<file path="src/rtl/mem_arb_pkg.sv">
// ---------------------------------------------------------------------------
// mem_arb_pkg
// Shared types and constants for the memory refill arbiter.
//   mem_arb_state_t     : sequencer states (IDLE / CMD / RDATA / WDATA)
//   mem_arb_owner_t     : which cache owns the current transaction
//   LINE_WORDS_DEFAULT  : default number of beats per cache line
// ---------------------------------------------------------------------------
package mem_arb_pkg;

  localparam int LINE_WORDS_DEFAULT = 4;

  typedef enum logic [1:0] {
    IDLE  = 2'd0,
    CMD   = 2'd1,
    RDATA = 2'd2,
    WDATA = 2'd3
  } mem_arb_state_t;

  typedef enum logic {
    OWNER_IC = 1'b0,
    OWNER_DC = 1'b1
  } mem_arb_owner_t;

endpackage

</file>
<file path="src/rtl/mem_arb_grant.sv">
// ---------------------------------------------------------------------------
// mem_arb_grant
// Combinational pick between the i-cache and d-cache request valids.
// When only one requester is valid it wins. When both are valid, the one
// that did NOT win last time wins; a caller that always presents
// last_owner = OWNER_IC therefore gets fixed d-cache priority.
// Ports:
//   ic_valid    in  i-cache request valid
//   dc_valid    in  d-cache request valid
//   last_owner  in  owner of the most recent grant
//   grant       out some requester is valid
//   owner       out the chosen requester (meaningful when grant is high)
// ---------------------------------------------------------------------------
module mem_arb_grant
  import mem_arb_pkg::*;
(
  input  logic           ic_valid,
  input  logic           dc_valid,
  input  mem_arb_owner_t last_owner,
  output logic           grant,
  output mem_arb_owner_t owner
);

  always_comb begin
    grant = ic_valid | dc_valid;
    owner = OWNER_IC;
    if (ic_valid && dc_valid) begin
      owner = (last_owner == OWNER_DC) ? OWNER_IC : OWNER_DC;
    end else if (dc_valid) begin
      owner = OWNER_DC;
    end
  end

endmodule

</file>
<file path="src/rtl/mem_refill_arbiter.sv">
// ---------------------------------------------------------------------------
// mem_refill_arbiter
// Shares the single off-chip memory port between i-cache refills, d-cache
// refills and d-cache line writebacks. One line transaction at a time: accept
// a request, issue one burst command, stream LINE_WORDS beats, then respond.
//
// Optional feature macro: MEM_ARB_ROUND_ROBIN_EN
//   defined   : contended grants alternate (one-bit last-grant register)
//   undefined : fixed priority, d-cache always beats i-cache
//
// Ports:
//   clk, rst_n                       clock / async active-low reset
//   ic_req_valid/addr/ready          i-cache refill request
//   dc_req_valid/write/addr/ready    d-cache refill or writeback request
//   dc_wdata, dc_wdata_pop           writeback word stream from the d-cache
//   mem_cmd_valid/write/addr/ready   burst command to memory
//   mem_rdata_valid, mem_rdata       read beats from memory
//   mem_wdata_valid/wdata/ready      write beats to memory
//   ic_rsp_valid, dc_rsp_valid       response strobes to the owning cache
//   rsp_data, rsp_last               response data / final beat or write ack
//   busy                             a transaction is in progress
// ---------------------------------------------------------------------------
module mem_refill_arbiter
  import mem_arb_pkg::*;
#(
  parameter int LINE_WORDS = LINE_WORDS_DEFAULT,
  parameter int ADDR_W     = 26,
  parameter int DATA_W     = 32
) (
  input  logic              clk,
  input  logic              rst_n,
  input  logic              ic_req_valid,
  input  logic [ADDR_W-1:0] ic_req_addr,
  output logic              ic_req_ready,
  input  logic              dc_req_valid,
  input  logic              dc_req_write,
  input  logic [ADDR_W-1:0] dc_req_addr,
  output logic              dc_req_ready,
  input  logic [DATA_W-1:0] dc_wdata,
  output logic              dc_wdata_pop,
  output logic              mem_cmd_valid,
  output logic              mem_cmd_write,
  output logic [ADDR_W-1:0] mem_cmd_addr,
  input  logic              mem_cmd_ready,
  input  logic              mem_rdata_valid,
  input  logic [DATA_W-1:0] mem_rdata,
  output logic              mem_wdata_valid,
  output logic [DATA_W-1:0] mem_wdata,
  input  logic              mem_wdata_ready,
  output logic              ic_rsp_valid,
  output logic              dc_rsp_valid,
  output logic [DATA_W-1:0] rsp_data,
  output logic              rsp_last,
  output logic              busy
);

  localparam int CNT_W = $clog2(LINE_WORDS);

  mem_arb_state_t    state_reg;
  mem_arb_owner_t    owner_reg;
  logic              write_reg;
  logic [ADDR_W-1:0] addr_reg;
  logic [CNT_W-1:0]  cnt_reg;
  // Set once the final write beat has been taken; the following WDATA cycle
  // is spent on the write acknowledgement instead of another beat.
  logic              ack_reg;

  logic              grant;
  mem_arb_owner_t    grant_owner;
  mem_arb_owner_t    last_owner;
  logic              accept;
  logic              rd_beat;
  logic              last_cnt;
  logic              wr_ack;
  logic [ADDR_W-1:0] req_addr;

`ifdef MEM_ARB_ROUND_ROBIN_EN
  mem_arb_owner_t last_reg;

  // Reset to "i-cache won last" so the d-cache wins the first contention.
  always_ff @(posedge clk or negedge rst_n) begin
    if (!rst_n) begin
      last_reg <= OWNER_IC;
    end else if (accept) begin
      last_reg <= grant_owner;
    end
  end

  assign last_owner = last_reg;
`else
  // Presenting a constant "i-cache won last" makes the picker favour the
  // d-cache on every contended cycle.
  assign last_owner = OWNER_IC;
`endif

  mem_arb_grant u_grant (
    .ic_valid   (ic_req_valid),
    .dc_valid   (dc_req_valid),
    .last_owner (last_owner),
    .grant      (grant),
    .owner      (grant_owner)
  );

  // rst_n is folded in so the request readies stay low while reset is held.
  assign accept       = (state_reg == IDLE) && grant && rst_n;
  assign ic_req_ready = accept && (grant_owner == OWNER_IC);
  assign dc_req_ready = accept && (grant_owner == OWNER_DC);
  assign req_addr     = (grant_owner == OWNER_DC) ? dc_req_addr : ic_req_addr;

  assign mem_cmd_valid = (state_reg == CMD);
  assign mem_cmd_write = (state_reg == CMD) && write_reg;
  assign mem_cmd_addr  = (state_reg == CMD) ? addr_reg : '0;

  assign last_cnt = (cnt_reg == CNT_W'(LINE_WORDS - 1));
  assign rd_beat  = (state_reg == RDATA) && mem_rdata_valid;
  assign wr_ack   = (state_reg == WDATA) && ack_reg;

  assign mem_wdata_valid = (state_reg == WDATA) && !ack_reg;
  assign mem_wdata       = mem_wdata_valid ? dc_wdata : '0;
  assign dc_wdata_pop    = mem_wdata_valid && mem_wdata_ready;

  assign ic_rsp_valid = rd_beat && (owner_reg == OWNER_IC);
  assign dc_rsp_valid = (rd_beat && (owner_reg == OWNER_DC)) || wr_ack;
  assign rsp_data     = rd_beat ? mem_rdata : '0;
  assign rsp_last     = (rd_beat && last_cnt) || wr_ack;
  assign busy         = (state_reg != IDLE);

  always_ff @(posedge clk or negedge rst_n) begin
    if (!rst_n) begin
      state_reg <= IDLE;
      owner_reg <= OWNER_IC;
      write_reg <= 1'b0;
      addr_reg  <= '0;
      cnt_reg   <= '0;
      ack_reg   <= 1'b0;
    end else begin
      case (state_reg)
        IDLE: begin
          if (accept) begin
            owner_reg <= grant_owner;
            write_reg <= (grant_owner == OWNER_DC) && dc_req_write;
            addr_reg  <= {req_addr[ADDR_W-1:CNT_W], CNT_W'(0)};
            cnt_reg   <= '0;
            ack_reg   <= 1'b0;
            state_reg <= CMD;
          end
        end
        CMD: begin
          if (mem_cmd_ready) begin
            state_reg <= write_reg ? WDATA : RDATA;
          end
        end
        RDATA: begin
          if (mem_rdata_valid) begin
            cnt_reg <= cnt_reg + 1'b1;
            if (last_cnt) begin
              state_reg <= IDLE;
            end
          end
        end
        WDATA: begin
          if (ack_reg) begin
            ack_reg   <= 1'b0;
            state_reg <= IDLE;
          end else if (mem_wdata_ready) begin
            cnt_reg <= cnt_reg + 1'b1;
            if (last_cnt) begin
              ack_reg <= 1'b1;
            end
          end
        end
        default: state_reg <= IDLE;
      endcase
    end
  end

endmodule

</file>
<file path="config.mk">
export PLATFORM = sky130hd
export DESIGN_NAME = mem_refill_arbiter
export DESIGN_NICKNAME = d
export VERILOG_FILES = /design/src/rtl/mem_arb_pkg.sv /design/src/rtl/mem_arb_grant.sv /design/src/rtl/mem_refill_arbiter.sv
export SDC_FILE = /design/constraint.sdc
export NUM_CORES = 1
export LEC_CHECK = 0
export ABC_AREA = 1
export ABC_CLOCK_PERIOD_IN_PS = 1260
export CAP_MARGIN = 15
export CORE_MARGIN = 5
export CORE_UTILIZATION = 28
export CTS_BUF_LIST = sky130_fd_sc_hd__clkbuf_4 sky130_fd_sc_hd__clkbuf_8
export CTS_CLUSTER_SIZE = 28
export DETAILED_ROUTE_END_ITERATION = 8
export HOLD_SLACK_MARGIN = 0.15
export MAX_ROUTING_LAYER = met4
export PLACE_DENSITY = 0.79
export RECOVER_POWER = 25
export SLEW_MARGIN = 20
export SYNTH_ARGS = -nofsm -noshare
export SYNTH_HDL_FRONTEND = slang
export SYNTH_SLANG_ARGS = --single-unit
</file>
<file path="constraint.sdc">
create_clock -name clk -period 1.26 [get_ports clk]
set_clock_uncertainty 0.15 [all_clocks]
set_input_delay 0.126 -clock clk [delete_from_list [all_inputs] [get_ports clk]]
set_output_delay 0.126 -clock clk [all_outputs]
set_load 0.03 [all_outputs]
</file>
-- Word-level counts from Yosys, hierarchy flattened
Index checks and enable logic that the tools add are counted.
- bits in registers: 31
- input bits: 124
- output and inout port bits: 100
- word-level logic and storage cells: 69
- $add $sub $neg: 1
- equal/unequal tests: 11
- multiplexer cells: 23
- bitwise operators: 3
- reduce and logical (&&, ||, !) cells: 25
- operators with widths (cell ; number):
    32-bit two-way mux ; 2
    26-bit two-way mux ; 2
    2-bit two-way mux ; 9
    1-bit logical AND ; 14
    2-bit != test (second input constant) ; 6
    5-bit AND reduction ; 2
    2-bit one-hot mux with 4 select lines ; 1
    1-bit two-way mux ; 7
    2-bit == test (second input constant) ; 3
    2-bit one-hot mux with 3 select lines ; 1
    2-bit AND reduction ; 2
    2-bit nonzero test ; 2
    3-bit nonzero test ; 1
    2-bit by 1-bit adder with 2-bit output (second input constant) ; 1
    2-bit by 1-bit == test with 1-bit output (second input constant) ; 1
    2-bit zero test ; 1
    1-bit logical OR ; 2
    2-bit by 1-bit != test with 1-bit output (second input constant) ; 1
    1-bit NOT ; 2
    1-bit one-hot mux with 2 select lines ; 1
    1-bit zero test ; 1
    1-bit bitwise OR ; 1

-- Depth between registers and ports, before layout
- depth in word-level cells: 5
- gate-level depth with buffers: 8
- mapped depth without buffers: 7

-- Cells and area by module
Synthesis repeated with hierarchy kept, for this count alone.
- cell total of the unflattened synthesis: 388
- area total of the unflattened synthesis: 2268.4 um2
- modules (own cells, without submodules) (module ; times used ; cells an instance ; area each (um2) ; sequential area each (um2)):
    mem_refill_arbiter ; 1 ; 385 ; 2253.4 ; 775.7
    mem_arb_grant ; 1 ; 3 ; 15.0 ; 0.0

-- Least setup slack after synthesis
No wires, ideal clock.
- path kind: register -> output
- from: reg state_reg[0]
- to: out mem_cmd_addr[10]
- arrival time: 1.576 ns
- required time: 0.984 ns
- path slack: -0.592 ns
- cell stages (with the launch flop): 6
- buffers on the path: 1
- path through: dfrtp_1 -> inv_1 -> nor2_2 -> inv_2 -> buf_6 -> nor2_1
- longest elaborated chain between the ends: 2
- ends and longest elaborated chain (what ; RTL line ; source):
    from (decl) ; mem_refill_arbiter.sv:59 ; mem_arb_state_t state_reg;
    from (signal assigned) ; mem_refill_arbiter.sv:150 ; state_reg <= write_reg ? WDATA : RDATA;
    2-bit by 1-bit == test with 1-bit output ; - ;
    via mem_cmd_valid ; mem_refill_arbiter.sv:41 ; output logic mem_cmd_valid,
    26-bit two-way mux ; mem_refill_arbiter.sv:112 ; assign mem_cmd_addr = (state_reg == CMD) ? addr_reg : '0;
    to (decl) ; mem_refill_arbiter.sv:43 ; output logic [ADDR_W-1:0] mem_cmd_addr,
The timed path passes the listed nets, and every way through them passes these cells.

-- Final worst setup path
- from: reg state_reg[0]
- to: out dc_req_ready
- longest elaborated chain between the ends: 4
- ends and longest elaborated chain (what ; RTL line ; source):
    2-bit zero test ; mem_refill_arbiter.sv:105 ; assign accept = (state_reg == IDLE) && grant && rst_n;
    1-bit logical AND (2 in a row) ; mem_refill_arbiter.sv:105 ;
    1-bit logical AND ; mem_refill_arbiter.sv:107 ; assign dc_req_ready = accept && (grant_owner == OWNER_DC);
    to (decl) ; mem_refill_arbiter.sv:38 ; output logic dc_req_ready,
Every way passes these cells.

==> impl_metrics.csv <==
group,metric,value,unit
cells_and_area,drive_gt1_share,45.04,%
timing,timing.fmax,561.2,MHz
placed_design,numPortBuffers,217,
route,dr.pass1.iters,4,
cts,cts_tree,"built",
grt,grt_use_total,23.23,%
logic_synthesis,ys_seq_elements,31,
logic_synthesis,syn-cell-area,2357,um^2
grt,grt.overflow.total,0,
flow_run,maxCapViolations,0,
timing,layout_setup_ws,-0.5220,ns
logic_synthesis,netlist.area_leader.share,32.91,%
floorplanning,die_h,101.8,um
route,via_per_inst,4.619,
route,avgRoutedWirePerCell,17.17,um
route,vias,3603,
route,totalWireLength,13.39,mm
cts,cts_hold_buffers,0,
floorplanning,fp-row-count,33,
cells_and_area,multiInputGateArea,1929,um^2
cts,h-tree-depth,2,
grt,antenna_found_initial,0,
floorplanning,start_util,28.69,%
cells_and_area,seq_area,777.0,um^2
logic_synthesis,synthTopCellsByArea,"dfrtp_1 (33%), nand2_1 (18%), inv_1 (16%), nor2_1 (15%), o21ai_0 (5.3%)",
timing,holdWs,0.2738,ns
placed_design,dp.cells,746,
route,detail-route-antenna-nets,0,
logic_synthesis,ys_warn_count,0,
power,peakVddDrop,0.9257,mV
cells_and_area,final_cell_mix,"clkdlybuf4s50_1 (118), buf_6 (99), inv_1 (95), nor2_4 (95), nand2_1 (94)",
cts,clk_pin_slew,0.07,ns
critical_path,path_max_fanout,4,
logic_synthesis,ys_seq_area_share,32.91,%
critical_path,critPathRequiredTime,0.98,ns
power,p_total,11090,uW
logic_synthesis,syn_inst,411,
power,powerDensity,1711,nW/um^2
floorplanning,pin_count,224,
timing,fin_crit,1.782,ns
timing,tns,-56.93,ns
critical_path,cp.arrival,1.51,ns
hold_path,hold_class,"in2reg",
cts,clock-sinks,31,
cells_and_area,largest_reg_flops,24,
floorplanning,coreArea,8217,um^2
logic_synthesis,yosysTopAreaCell,"dfrtp_1",
run_status,status,"finished, violations left",
run_status,violations,"negative setup slack",
cells_and_area,antenna_cells,0,
timing,finalHoldViolations,0,
cells_and_area,fin_cells,780,
cells_and_area,design_area,6485,um^2
critical_path,path_class,"reg2out",
cts,cts-root-buf,"clkbuf_8",
critical_path,cp-start-kind,"flip-flop",
timing,period_share,141.4,%
grt,grt_pass1_wl,18.23,mm
timing,slew_violations,0,
route,drt_iter0_markers,104,
placed_design,gp_congestion,0.9352,
critical_path,end_kind,"primary output",
cts,clk_path_buf_depth,2,
route,drc,0,
cells_and_area,area_delta_synth_final,175.1,%
placed_design,dp_hpwl,8.964,mm
timing,grt_setup_unrepaired,"true",
floorplanning,design.die.area,10350,um^2
grt,grt_max_degree,32,
cells_and_area,fin_nets,799,
logic_synthesis,avgSynthCellArea,5.735,um^2
cts,cts_buffers,5,
floorplanning,die_x,101.8,um
cts,clk_latency,0.28,ns
placed_design,placed_area,5426,um^2
cells_and_area,n_fill_cell,468,
cells_and_area,final_common_cell,"clkdlybuf4s50_1",
power,power.leakage,0.003129,uW
logic_synthesis,synth_cell_types,20,
grt,grt_pass1_vias,3667,
timing,setup_viol,129,
[timing repair]
action / 4_1_cts / 5_1_grt
gates cloned: 5 / 5
hold endpoints to repair: 0 / 0
resized for setup: 92 / 74
pin swaps: 6 / 15
endpoints found under the setup margin: 129 / 129
setup buffers: 8 / 13
[power breakdown]
group          internal [uW]  total (uW)  leakage [uW]  switching [uW]
Clock                    430         799     0.0000491             369
Sequential              1450        1630      0.000388             185
Combinational           3940        8660       0.00269            4720
[stage by stage]
step	utilization, %	worst slack, ns
after global placement	66.04	-0.3198
after global routing	78.92	-0.5711
after CTS	73.44	-0.4902
final	78.92	-0.5220
after detailed placement	66.04	-0.3348
after floorplan	-	-0.2436
[Yosys cell counts (all sizes together)]
master / n
nand3: 6
clkbuf: 3
nand3b: 1
nand4: 1
conb: 1
o211ai: 1
nand2: 116
o21ai: 32
buf: 18
dfrtp: 31
ha: 1
inv: 103
nor2: 97
[worst max-delay path, cell delays in order (launching register included)]
cell,delay [ns]
dfrtp_2,0.44
buf_6,0.14
nor2_4,0.14
inv_4,0.06
nor2_4,0.15
nand2_2,0.10
inv_4,0.07
buf_6,0.13
[routing by layer]
| metal | vias up | share of wire (%) | track usage (%) |
|---|---|---|---|
| met2 | 176 | 54 | 43.86 |
| met3 | 53 | 8.8 | 5.510 |
| met1 | 1677 | 32 | 22.45 |
| met4 | 0 | 4.8 | 9.509 |
| li1 | 1697 | - | - |
| met5 | - | 0 | - |
[final timing paths]
| check | startpoint | end | slack (ns) | depth (start not counted) |
|---|---|---|---|---|
| max | state_reg[0] | dc_req_ready | -0.52 | 7 |
| min | dc_req_write | write_reg | 0.27 | 3 |
| max reg2reg | state_reg[0] | addr_reg[5] | -0.42 | 7 |
| min reg2reg | cnt_reg[1] | cnt_reg[1] | 0.34 | 2 |
| max in group asynchronous | rst_n | state_reg[0] | 0.21 | 3 |
| min in group asynchronous | rst_n | addr_reg[7] | 0.41 | 3 |
[cells by family after synthesis]
kind of cell	count (synthesis)	share of synthesized area [%]
flip-flops	31	32.91
adder cells (fa/ha/maj)	1	0.5307
AO/OA/AOI/OAI	33	7.431
other	1	0.1591
buffers and inverters	124	22.03
AND/OR/NAND/NOR	221	36.94
[cell type report]
class                           count  share of cell area, %
Clock buffer                        7                  1.293
Clock inverter                      1                0.07718
Inverter                          103                  6.193
Multi-Input combinational cell    257                  29.75
Sequential cell                    31                  11.98
Tap cell                          105                  2.026
Timing Repair Buffer              276                  48.68
Note: power is estimated with default switching activity, not from simulation.
